==> config.mk <==
export PLATFORM = sky130hd
export DESIGN_NAME = memory_block_controller
export DESIGN_NICKNAME = d
export VERILOG_FILES = /design/src/rtl/memory_block_controller.sv
export SDC_FILE = /design/constraint.sdc
export NUM_CORES = 1
export LEC_CHECK = 0
export BUFFER_PORTS_ARGS = -buffer_cell sky130_fd_sc_hd__buf_4
export CAP_MARGIN = 20
export CORE_MARGIN = 1
export CORE_UTILIZATION = 52
export DETAILED_ROUTE_END_ITERATION = 7
export PLACE_DENSITY_LB_ADDON = 0.12
export SLEW_MARGIN = 20
export SYNTH_ARGS = -nofsm -noshare
export SYNTH_HDL_FRONTEND = slang
export SYNTH_SLANG_ARGS = --single-unit
==> constraint.sdc <==
create_clock -name clock_i -period 19.5 [get_ports clock_i]
set_input_delay 1.95 -clock clock_i [delete_from_list [all_inputs] [get_ports clock_i]]
set_output_delay 1.95 -clock clock_i [all_outputs]
set_load 0.03 [all_outputs]
==> src/rtl/memory_block_controller.sv <==
// Block-request sequencer in front of a single-port embedded memory: turns one
// cache block read/write into N word accesses, with optional injected latency.
module memory_block_controller #(
  parameter  int N_ENTRIES     = 1024,
  parameter  int BW_DATA       = 32,
  parameter  int N_WORDS_BLOCK = 4,
  parameter  int LATENCY       = 0,
  localparam int BW_ADDR       = $clog2(N_ENTRIES),
  localparam int BW_WORD       = $clog2(N_WORDS_BLOCK),
  localparam int BW_BLOCK      = BW_ADDR - BW_WORD
) (
  input  logic                               clock_i,
  input  logic                               reset_i,
  input  logic                               req_i,
  input  logic                               req_rw_i,
  input  logic [BW_BLOCK-1:0]                req_addr_i,
  input  logic [BW_DATA*N_WORDS_BLOCK-1:0]   data_block_i,
  output logic                               ready_o,
  output logic                               done_o,
  output logic [BW_DATA*N_WORDS_BLOCK-1:0]   data_block_o,
  output logic                               mem_wren_o,
  output logic [BW_ADDR-1:0]                 mem_addr_o,
  output logic [BW_DATA-1:0]                 mem_data_o,
  input  logic [BW_DATA-1:0]                 mem_data_i
);

  typedef enum logic [2:0] {
    IDLE,
    WAIT,
    ACCESS,
    CAPTURE,
    DONE
  } state_t;

  state_t                                  state_q;
  state_t                                  state_d;
  logic [7:0]                              wait_q;
  logic [BW_WORD-1:0]                      word_q;
  logic [BW_WORD-1:0]                      word_nxt;
  logic [BW_WORD-1:0]                      word_prev;
  logic                                    rw_q;
  logic [BW_BLOCK-1:0]                     blk_q;
  logic [N_WORDS_BLOCK-1:0][BW_DATA-1:0]   wr_in;
  logic [N_WORDS_BLOCK-1:0][BW_DATA-1:0]   wr_q;
  logic [N_WORDS_BLOCK-1:0][BW_DATA-1:0]   rd_q;
  logic                                    last_word;

  assign wr_in        = data_block_i;
  assign data_block_o = rd_q;
  assign word_nxt     = word_q + BW_WORD'(1);
  assign word_prev    = word_q - BW_WORD'(1);
  assign last_word    = &word_q;

  always_comb begin
    state_d    = state_q;
    ready_o    = 1'b0;
    done_o     = 1'b0;
    mem_wren_o = 1'b0;
    case (state_q)
      IDLE: begin
        ready_o = 1'b1;
        if (req_i) state_d = (LATENCY > 0) ? WAIT : ACCESS;
      end
      WAIT: begin
        if (wait_q == '0) state_d = ACCESS;
      end
      ACCESS: begin
        mem_wren_o = rw_q;
        if (last_word) state_d = rw_q ? DONE : CAPTURE;
      end
      CAPTURE: state_d = DONE;
      DONE: begin
        done_o  = 1'b1;
        state_d = IDLE;
      end
      default: state_d = IDLE;
    endcase
  end

  // Address/data registers are loaded one edge ahead so that the word for
  // cycle w is already on the memory port during ACCESS cycle w.
  always_ff @(posedge clock_i or posedge reset_i) begin
    if (reset_i) begin
      state_q    <= IDLE;
      wait_q     <= '0;
      word_q     <= '0;
      rw_q       <= 1'b0;
      blk_q      <= '0;
      wr_q       <= '0;
      rd_q       <= '0;
      mem_addr_o <= '0;
      mem_data_o <= '0;
    end else begin
      state_q <= state_d;
      case (state_q)
        IDLE: begin
          if (req_i) begin
            rw_q   <= req_rw_i;
            blk_q  <= req_addr_i;
            word_q <= '0;
            if (req_rw_i) wr_q <= wr_in;
            wait_q <= (LATENCY > 0) ? 8'(LATENCY - 1) : '0;
            if (LATENCY == 0) begin
              mem_addr_o <= {req_addr_i, BW_WORD'(0)};
              if (req_rw_i) mem_data_o <= wr_in[0];
            end
          end
        end
        WAIT: begin
          if (wait_q == '0) begin
            mem_addr_o <= {blk_q, BW_WORD'(0)};
            if (rw_q) mem_data_o <= wr_q[0];
          end else begin
            wait_q <= wait_q - 8'd1;
          end
        end
        ACCESS: begin
          // Read data lags the address by one edge, so word w-1 lands now.
          if (!rw_q && word_q != '0) rd_q[word_prev] <= mem_data_i;
          if (!last_word) begin
            word_q     <= word_nxt;
            mem_addr_o <= {blk_q, word_nxt};
            if (rw_q) mem_data_o <= wr_q[word_nxt];
          end else begin
            word_q <= '0;
          end
        end
        CAPTURE: rd_q[BW_WORD'(N_WORDS_BLOCK - 1)] <= mem_data_i;
        default: ;
      endcase
    end
  end

endmodule
==> results.py, run 1 <==
metrics = {
    "worst_setup_path": {
        "path_class": "in2reg",
        "crit_buf_inv": 2,
        "r2r_slack_ps": 16110,
        "cp.depth": 5,
        "r2r_start": "word_q[0]$_DFFE_PP0P_",
        "cp_common_cell": "buf_4",
        "cp_cell_sequence": "buf_4, and2_1, nand2_4, buf_4, mux2_2",
        "cp_data_required_time_ps": 19880,
        "cp-end-kind": "register",
        "r2r_cells": 7,
        "crit_family": "buffers and inverters",
        "cp_max_fo": 78,
        "cp-start-kind": "primary input",
        "crit_slowest_cell": "buf_4",
        "max_stage_delay_ps": 880,
        "r2r-end": "mem_data_o[22]$_DFFE_PP0P_",
        "cp.arrival_ps": 4460,
    },
    "synth": {
        "yosysWarnings": 0,
        "synth_seq_cells": 320,
        "yosys.area_share.xor_xnor": 0.00191,
        "synth-compound-area-share": 0.0338,
        "synth_top_family_by_area": "multiplexers",
        "syn-num-nets": 1065,
        "syn-cell-area_mm2": 0.0137,
        "synthCells": 885,
        "synth_fa_ha_area_frac": 0.00729,
        "yosysUniqueCellTypes": 45,
        "ys_seq_area_frac": 0.583,
        "syn_avg_cell_area_um2": 15.5,
        "synth-simple-area-share": 0.0402,
        "muxShareOfSynthArea": 0.313,
    },
    "clock_network": {
        "h-tree-depth": 2,
        "cts-root-buf": "clkbuf_16",
        "postCtsSetupBuffers": 0,
        "cts_inserted_buffers": 35,
        "cts_hold_buf": 0,
        "clkLatencyLatePin_ps": 510,
        "cts_sinks": 320,
        "cts_tree": "done",
        "clkTransAtPathRegs_ps": 60,
        "cts_resized": 0,
        "cts_max_path_buffers": 3,
    },
    "placement": {
        "gp_congestion": 0.755,
        "portBuffers": 344,
        "dp.final_hpwl_um": 21000,
        "pre_cts_ws_ps": 14940,
    },
    "power_and_ir_drop": {
        "p_leak_nw": 8.28,
        "p_total_mw": 3.72,
        "p_per_area_mw_per_mm2": 209,
        "vdd.ir_drop.worst_uv": 116,
    },
    "cells_and_area": {
        "drive_gt1_frac": 0.596,
        "area_growth_pct": 29.5,
        "finalNetCount": 1404,
    },
    "timing": {
        "fin_crit_sh": 0.209,
        "slew_headroom": 0.331,
        "finalSetupViolCount": 0,
        "fin_skew_ps": 10.9,
        "finalMaxSlewViolations": 0,
        "fmax_mhz": 245,
        "rsz0062_at_grt": "no",
        "min_period_ps": 4070,
        "fin_ws_ps": 15430,
        "setup_tns_ps": 0,
        "hold_violations": 0,
        "tightest_slew_ps": 1000,
    },
    "floorplanning": {
        "fp.dieH_um": 164,
        "floorplan.rows": 59,
        "coreArea_mm2": 0.0260,
        "fp.dieW_um": 164,
        "io_pins": 345,
        "start_util": 0.528,
        "fp.dieArea_mm2": 0.0271,
    },
    "grt": {
        "grt_pass1_vias": 9163,
        "antenna_found_initial": 1,
        "grt_pass1_wl_um": 49700,
        "gr-total-overflow": 0,
        "grt_max_degree": 99,
        "grtUsageTotal": 0.238,
    },
    "detailed_routing": {
        "antenna_left": 0,
        "via_per_inst": 5.42,
        "drc": 0,
        "detail_route.wl_per_cell_um": 20.1,
        "drt_iter0_drc": 460,
        "vias": 8589,
        "first_pass_iters": 4,
        "wl_um": 31900,
    },
    "run_status": {
        "status": "complete, no violations",
    },
    "hold_path": {
        "hold_path_end": "blk_q[2]$_DFFE_PP0P_",
        "min_delay_path_depth": 2,
        "hp-class": "reg2reg",
        "worstHoldStart": "blk_q[2]$_DFFE_PP0P_",
    },
    "run": {
        "cap_violations": 0,
    },
}
## worst reg2reg max path, stage by stage, from the launching register on
cell and delay [ps]:
dfrtp_2 330, buf_4 600, inv_1 220, ha_2 1030, mux4_2 420, and2_1 160
a221o_1 280, mux2_4 260
## Yosys cell counts, drive strengths merged
cell type  number  area share
dfrtp         320        0.58
mux2          305        0.26
nand2          36      0.0098
buf            35       0.013
and2           34       0.015
a221o          32       0.023
mux4           32       0.052
clkbuf         21      0.0057
ha              8      0.0073
nor2            8      0.0022
inv             7      0.0019
nor3            4      0.0018
nor3b           4      0.0026
mux2i           3      0.0022
nand2b          3      0.0014
o21ai           3      0.0011
o31ai           3      0.0016
xor2            3      0.0019
nand3           2     0.00073
nor4            2     0.00091
o211ai          2      0.0011
o21bai          2      0.0011
or3b            2      0.0013
a2111oi         1     0.00064
a21o            1     0.00055
a21oi           1     0.00036
a31o            1     0.00064
a31oi           1     0.00046
a32o            1     0.00073
nand3b          1     0.00055
nand4           1     0.00046
nor4b           1      0.0017
o2111ai         1     0.00064
o21a            1      0.0011
o22ai           1     0.00046
or3             1     0.00046
or4             1     0.00082
## final cells by class
class                   count  area, um2
fillers                  1879       8200
flip-flops and latches    320       8010
multi-input cells         502       5470
repair buffers            358       2690
clock buffers              57       1080
well taps                 335        419
clock inverters             5       77.6
inverters                   7       33.8
diodes                      1       2.50
## layout by cell type, fill, tap and decap left out, types with 12 or more instances in the layout
| master | synthesis | final |
|---|---|---|
| a221o_1 | 32 | 32 |
| and2_1 | 33 | 33 |
| buf_4 | 0 | 357 |
| clkbuf_1 | 21 | 12 |
| clkbuf_16 | 0 | 37 |
| dfrtp_1 | 320 | 319 |
| mux2_1 | 13 | 13 |
| mux2_2 | 262 | 262 |
| mux2_4 | 30 | 30 |
| mux4_2 | 32 | 32 |
| nand2_1 | 36 | 35 |
## per-stage QoR
stage,utilization,hold WS [ps],instances,cell area (um2)
6_report,0.684,477,1585,17800
3_3_place_gp,0.640,456,1522,16600
5_1_grt,0.684,513,1585,17800
3_5_place_dp,0.640,464,1522,16600
2_1_floorplan,-,442,885,13700
4_1_cts,0.684,479,1584,17800
## where the power goes
part / internal, mW / switching [mW]
logic: 0.934 / 0.921
clock network: 0.405 / 0.260
registers: 1.01 / 0.191
total: 2.35 / 1.37
## layer usage
metal	wire length (um)	vias to the layer above	GRT usage
met4	867	0	0.0763
li1	-	3905	-
met1	12400	4351	0.290
met3	2710	52	0.0721
met5	0	-	0
met2	15900	281	0.404
## sequential cells by signal, indices dropped and copies added, names as in the netlist
name	count
word_q	2
blk_q	8
mem_addr_o	10
wr_q	128
rw_q	1
mem_data_o	32
data_block_o	128
state_q	3
wait_q	8
## worst max path at each step
stage / end / start
detailed placement: wr_q[18]$_DFFE_PP0P_ / req_i
floorplan: blk_q[0]$_DFFE_PP0P_ / reset_i
finish: wr_q[65]$_DFFE_PP0P_ / req_i
global placement: wr_q[19]$_DFFE_PP0P_ / req_i
global route: wr_q[59]$_DFFE_PP0P_ / req_i
CTS: mem_wren_o / state_q[1]$_DFFE_PP0P_
## logic make-up after synthesis
family,Yosys count
compound gates,51
xor+xnor,3
fa+ha+maj,8
buf+inv,63
flops,320
mux,340
simple gates,100
Power figures use the tool's default switching activity.
==> inputs of run 2 (changes only) <==
--- a/config.mk
+++ b/config.mk
@@ -5,10 +5,11 @@
 export SDC_FILE = /design/constraint.sdc
 export NUM_CORES = 1
 export LEC_CHECK = 0
+export ABC_AREA = 1
 export BUFFER_PORTS_ARGS = -buffer_cell sky130_fd_sc_hd__buf_4
 export CAP_MARGIN = 20
 export CORE_MARGIN = 1
-export CORE_UTILIZATION = 52
+export CORE_UTILIZATION = 48
 export DETAILED_ROUTE_END_ITERATION = 7
 export PLACE_DENSITY_LB_ADDON = 0.12
 export SLEW_MARGIN = 20
==> constraint.sdc (replaced) <==
create_clock -name clock_i -period 3.5 [get_ports clock_i]
set_input_delay 0.35 -clock clock_i [delete_from_list [all_inputs] [get_ports clock_i]]
set_output_delay 0.35 -clock clock_i [all_outputs]
set_load 0.03 [all_outputs]
==> run 2 against run 1 <==
Effect of this change:
- sequential cell count stayed put
- global-route usage grew 3.4 points
- sequential share of layout area fell by 0.77 points
- cell count rose by 53%
- highest routed layer unchanged
- register-to-register slack worse by 15000 ps
- sequential power grew to 5.4 times the previous value
- critical path type is now reg2reg
- clock skew shrank 0.70 ps
- combinational power increased to 5.2 times the previous value
- die area up 9.8%
- via count grew 46%
- clock power increased to 5.5 times the previous value
- largest cell class unchanged
- core utilization fell by 5.2 points
==> results.py, run 2 <==
metrics = {
    "worst_setup_path": {
        "path_class": "reg2reg",
        "cp.arrival_ps": 3120,
        "r2r_slack_ps": 810,
        "cp_max_fo": 87,
        "cp-start-kind": "register",
        "cp_data_required_time_ps": 3930,
        "r2r-end": "wr_q[25]$_DFFE_PP0P_",
        "r2r_cells": 9,
        "r2r_start": "state_q[2]$_DFFE_PP0P_",
        "cp-end-kind": "register",
    },
    "timing": {
        "tightest_slew_ps": 912,
        "fin_skew_ps": 10.2,
        "hold_violations": 0,
        "slew_headroom": 0.391,
        "min_period_ps": 2690,
        "finalMaxSlewViolations": 0,
        "fmax_mhz": 371,
        "setup_tns_ps": 0,
        "finalSetupViolCount": 0,
        "rsz0062_at_grt": "no",
        "fin_crit_sh": 0.770,
    },
    "clock_network": {
        "cts_tree": "done",
        "cts_max_path_buffers": 3,
        "cts_inserted_buffers": 36,
        "clkTransAtPathRegs_ps": 60,
        "clkLatencyLatePin_ps": 520,
        "cts_resized": 0,
        "cts-root-buf": "clkbuf_16",
        "cts_sinks": 320,
        "postCtsSetupBuffers": 0,
        "h-tree-depth": 2,
        "cts_hold_buf": 0,
    },
    "grt": {
        "grt_pass1_wl_um": 62600,
        "antenna_found_initial": 1,
        "grtUsageTotal": 0.271,
        "gr-total-overflow": 0,
        "grt_pass1_vias": 11625,
        "grt_max_degree": 88,
    },
    "floorplanning": {
        "io_pins": 345,
        "floorplan.rows": 62,
        "coreArea_mm2": 0.0286,
        "fp.dieW_um": 172,
        "fp.dieH_um": 172,
        "fp.dieArea_mm2": 0.0297,
        "start_util": 0.487,
    },
    "run": {
        "cap_violations": 0,
    },
    "synth": {
        "synth_area_leaders": "dfrtp_1 (57%), nand2_1 (15%), o21ai_0 (7.4%)",
        "muxShareOfSynthArea": 0,
        "ys_seq_area_frac": 0.575,
        "synth-simple-area-share": 0.248,
        "yosysUniqueCellTypes": 21,
        "synth-async-reset-ratio": 1.00,
        "synth_fa_ha_area_frac": 0.00718,
        "ys_top_cells_by_count": "nand2_1 (555), dfrtp_1 (320), o21ai_0 (205), nand3_1 (176), inv_1 (124)",
        "syn-num-nets": 1884,
        "synthCells": 1704,
        "synth_seq_cells": 320,
        "yosys.area.top_type": "dfrtp_1",
        "synth_flop_cell": "dfrtp_1",
        "synth-compound-area-share": 0.104,
        "synth_top_family_by_area": "simple AND/OR/NAND/NOR gates",
        "synth_edf_count": 0,
        "yosys.area_share.xor_xnor": 0.00126,
        "syn-cell-area_mm2": 0.0139,
        "synth_top_area_share": 0.575,
        "syn_avg_cell_area_um2": 8.18,
        "yosysWarnings": 0,
        "yosysMostFrequentCell": "nand2_1",
    },
    "power_and_ir_drop": {
        "p_seq_frac": 0.329,
        "p_per_area_mw_per_mm2": 1090,
        "p_sw_frac": 0.446,
        "p_switching_mw": 8.83,
        "power_frac_clock": 0.186,
        "combPwrFrac": 0.485,
        "p_int_mw": 10.9,
        "p_leak_nw": 9.64,
        "vdd.ir_drop.worst_uv": 538,
    },
    "detailed_routing": {
        "drt_iter0_drc": 1023,
        "via_per_inst": 5.17,
        "first_pass_iters": 5,
        "antenna_left": 0,
        "vias": 12520,
        "detail_route.wl_per_cell_um": 16.6,
        "wl_um": 40100,
        "drc": 0,
    },
    "placement": {
        "gp_congestion": 0.801,
        "placed_cells_incl_taps": 2358,
        "dp.final_hpwl_um": 26700,
        "portBuffers": 344,
    },
    "hold_path": {
        "hp-class": "in2async",
    },
    "cells_and_area": {
        "area_growth_pct": 29.8,
        "final_cell_mix": "nand2_1 (553), buf_4 (365), dfrtp_1 (319), o21ai_0 (205), nand3_1 (172)",
        "utilization": 0.632,
        "finalNetCount": 2192,
        "final_common_cell": "nand2_1",
        "instances_no_fill": 2421,
        "drive_gt1_frac": 0.219,
    },
    "run_status": {
        "status": "complete, no violations",
    },
}
-- run 2: cell types whose count changed in the layout (fill, tap and decap cells not counted), moves of 33 or more --
cell     previous run  this run
and2_1             33         0
nand2_1            35       553
o21ai_0             2       205
inv_1               6       123
mux2_2            262         0
nand3_1             2       172
a21oi_1             1        65
nor2_1              7       115
-- run 2: cell families after synthesis --
logic type,count (synthesis)
XOR/XNOR,2
adder cells (fa/ha/maj),8
AO/OA/AOI/OAI,288
AND/OR/NAND/NOR,855
flip-flops,320
buffers and inverters,231
-- run 2: layer usage --
layer | part of all wire | global-route usage
met2 | 0.46 | 0.422
met5 | 0 | 0
met1 | 0.44 | 0.382
met4 | 0.023 | 0.0823
met3 | 0.077 | 0.0542
-- run 2: through the flow --
stage	worst slack (ps)	cell area (um2)	hold WS [ps]	power [mW]
after CTS	849	18100	40.6	19.9
final	806	18100	34.6	19.8
after global placement	966	16900	450	15.9
after detailed placement	904	16900	454	16.1
after global routing	554	18100	53.4	21.2
after floorplan	-1120	13900	437	12.6
-- run 2: final cells by class --
| class | count | area (um2) |
|---|---|---|
| antenna | 3 | 7.51 |
| clock buffer | 48 | 1020 |
| clock inverter | 12 | 121 |
| fill | 2524 | 10500 |
| inverter | 128 | 484 |
| multi-input combinational | 1153 | 5060 |
| sequential | 320 | 8010 |
| tap | 384 | 480 |
| timing repair buffer | 373 | 2910 |
-- run 2: power groups by stage --
| stage | combinational, mW | sequential, mW | clock, mW |
|---|---|---|---|
| floorplan | 4.32 | 8.29 | 0 |
| global placement | 9.42 | 6.49 | 0 |
| detailed placement | 9.61 | 6.51 | 0 |
| CTS | 9.65 | 6.49 | 3.73 |
| global route | 10.6 | 6.70 | 3.89 |
| finish | 9.60 | 6.50 | 3.67 |
-- run 2: critical path, cell delays in order (launching register included) --
cell and delay [ps]:
dfrtp_1 450, inv_1 100, nand2_1 150, nor2_2 60, nand2_1 520, inv_2 110
nand2_4 490, buf_12 390, nor2_1 80, a21oi_1 160
-- run 2: how the worst max path moves through the flow --
stage,from,endpoint,depth (start not counted)
final,state_q[2]$_DFFE_PP0P_,wr_q[25]$_DFFE_PP0P_,9
after detailed placement,state_q[2]$_DFFE_PP0P_,wr_q[1]$_DFFE_PP0P_,9
after CTS,state_q[2]$_DFFE_PP0P_,wr_q[25]$_DFFE_PP0P_,9
after global routing,state_q[2]$_DFFE_PP0P_,wr_q[25]$_DFFE_PP0P_,9
after floorplan,reset_i,blk_q[0]$_DFFE_PP0P_,1
after global placement,state_q[2]$_DFFE_PP0P_,rw_q$_DFFE_PP0P_,8
==> inputs of run 3 (changes only) <==
==> constraint.sdc (replaced) <==
create_clock -name clock_i -period 2.4 [get_ports clock_i]
set_input_delay 0.24 -clock clock_i [delete_from_list [all_inputs] [get_ports clock_i]]
set_output_delay 0.24 -clock clock_i [all_outputs]
set_load 0.03 [all_outputs]
==> run 3 against run 2 <==
Effect of this change:
- the flow now finishes with violations (negative hold slack)
- final area up 6.8%
- largest power group unchanged
- wire length up 3.2%
- sequential share of layout area down 2.8 points
- clock skew down 1.6 ps
- non-clock buffer count up 109
- critical endpoint is now mem_wren_o
- sequential cell count unchanged
==> results.py, run 3 (synthesized netlist as in run 2, its figures left out) <==
metrics = {
    "run_status": {
        "status": "complete, but fails checks",
        "violations": "negative hold slack",
    },
    "detailed_routing": {
        "first_pass_iters": 5,
        "wl_um": 41400,
        "antenna_left": 0,
        "vias": 12961,
        "via_per_inst": 5.12,
        "drt_iter0_drc": 1115,
        "detail_route.wl_per_cell_um": 16.4,
        "drc": 0,
    },
    "timing": {
        "hold_violations": 1,
        "rsz0062_at_grt": "no",
        "whs_ps": -2.86,
        "finalMaxSlewViolations": 0,
        "fin_skew_ps": 8.65,
        "fin_crit_sh": 0.880,
        "finalSetupViolCount": 0,
        "tightest_slew_ps": 741,
        "slew_headroom": 0.506,
        "setup_tns_ps": 0,
        "min_period_ps": 2110,
        "fmax_mhz": 473,
    },
    "hold_path": {
        "worstHoldStart": "data_block_i[39]",
        "hp-class": "in2reg",
    },
    "power_and_ir_drop": {
        "p_total_mw": 29.6,
        "p_leak_nw": 10.2,
        "p_per_area_mw_per_mm2": 1530,
        "vdd.ir_drop.worst_uv": 790,
    },
    "floorplanning": {
        "fp.dieW_um": 172,
        "start_util": 0.487,
        "floorplan.rows": 62,
        "coreArea_mm2": 0.0286,
        "fp.dieArea_mm2": 0.0297,
        "io_pins": 345,
        "fp.dieH_um": 172,
    },
    "placement": {
        "placed_area_mm2": 0.0170,
        "dp.final_hpwl_um": 27100,
        "gp_congestion": 0.833,
        "portBuffers": 344,
    },
    "grt": {
        "grt_pass1_vias": 12178,
        "antenna_found_initial": 3,
        "gr-total-overflow": 0,
        "grtUsageTotal": 0.276,
        "grt_pass1_wl_um": 64200,
        "grt_max_degree": 85,
    },
    "cells_and_area": {
        "utilization": 0.675,
        "final_cell_mix": "nand2_1 (553), buf_4 (371), dfrtp_1 (319), o21ai_0 (205), nand3_1 (172)",
        "area_growth_pct": 38.6,
        "drive_gt1_frac": 0.213,
        "finalNetCount": 2300,
        "final_common_cell": "nand2_1",
        "finalInstanceArea_mm2": 0.0193,
    },
    "worst_setup_path": {
        "cp.arrival_ps": 1870,
        "path_class": "reg2out",
        "cp_common_cell": "nor2_1",
        "cp_max_fo": 16,
        "cp_cell_sequence": "inv_2, nor2_1, nand2_2, nor2_1, buf_4",
        "cp-end-kind": "output port",
        "r2r_start": "state_q[2]$_DFFE_PP0P_",
        "startpoint": "state_q[1]$_DFFE_PP0P_",
        "crit_family": "simple AND/OR/NAND/NOR gates",
        "max_stage_delay_ps": 390,
        "crit_buf_inv": 2,
        "crit_slowest_cell": "dfrtp_1",
        "cp-start-kind": "register",
        "cp_data_required_time_ps": 2160,
    },
    "clock_network": {
        "cts_inserted_buffers": 35,
        "h-tree-depth": 2,
        "cts_resized": 0,
        "cts_sinks": 320,
        "cts-root-buf": "clkbuf_16",
        "postCtsSetupBuffers": 0,
        "clkTransAtPathRegs_ps": 60,
        "cts_tree": "done",
        "clkLatencyLatePin_ps": 500,
        "cts_max_path_buffers": 3,
    },
    "run": {
        "cap_violations": 0,
    },
}
-- run 3: layout make-up --
class,count,area [um2]
diodes,2,5.00
clock buffers,53,1090
clock inverters,10,179
fillers,2353,9310
inverters,128,484
multi-input cells,1153,5060
flip-flops and latches,320,8010
well taps,384,480
repair buffers,482,4010
-- run 3: path summary, 6_finish.rpt --
| kind | cells after the start | endpoint | slack, ps |
|---|---|---|---|
| max in group asynchronous | 4 | wr_q[59]$_DFFE_PP0P_ | 1160 |
| max reg2reg | 8 | wr_q[97]$_DFFE_PP0P_ | 450 |
| max | 5 | mem_wren_o | 290 |
| min reg2reg | 2 | wr_q[113]$_DFFE_PP0P_ | 470 |
| min | 3 | wr_q[39]$_DFFE_PP0P_ | -3 |
| min in group asynchronous | 3 | data_block_o[54]$_DFFE_PP0P_ | 380 |
-- run 3: worst reg2reg max path, stage by stage (launching register included) --
cell and delay (ps):
dfrtp_1 440, inv_1 110, nand2_1 120, nor2_2 140, nand2_1 90, inv_2 80
buf_4 580, nand3_1 230, nand2_1 110
-- run 3: metal layers --
| metal | share of wire | wire, um | GRT usage |
|---|---|---|---|
| met1 | 0.42 | 17500 | 0.370 |
| met2 | 0.48 | 19800 | 0.451 |
| met3 | 0.077 | 3180 | 0.0604 |
| met4 | 0.021 | 877 | 0.0731 |
| met5 | 0.00031 | 13 | 0 |
-- run 3: what timing repair did --
item | 4_1_cts | 5_1_grt
hold buffers | 100 | 0
endpoints found under the setup margin | 0 | 0
hold endpoints to repair | 113 | 0
-- run 3: report_power, final --
group / internal (mW) / total [mW] / switching (mW)
Clock: 3.66 / 5.81 / 2.15
Sequential: 8.05 / 9.45 / 1.40
Combinational: 4.96 / 14.3 / 9.38
Total: 16.7 / 29.6 / 12.9
-- run 3: metrics by stage --
stage | hold WS (ps) | cells | worst slack [ps]
after floorplan | 378 | 1704 | -2110
after global placement | 340 | 2367 | 545
after detailed placement | 346 | 2367 | 483
after CTS | 0.201 | 2530 | 296
after global routing | 3.74 | 2531 | 176
final | -2.86 | 2532 | 288
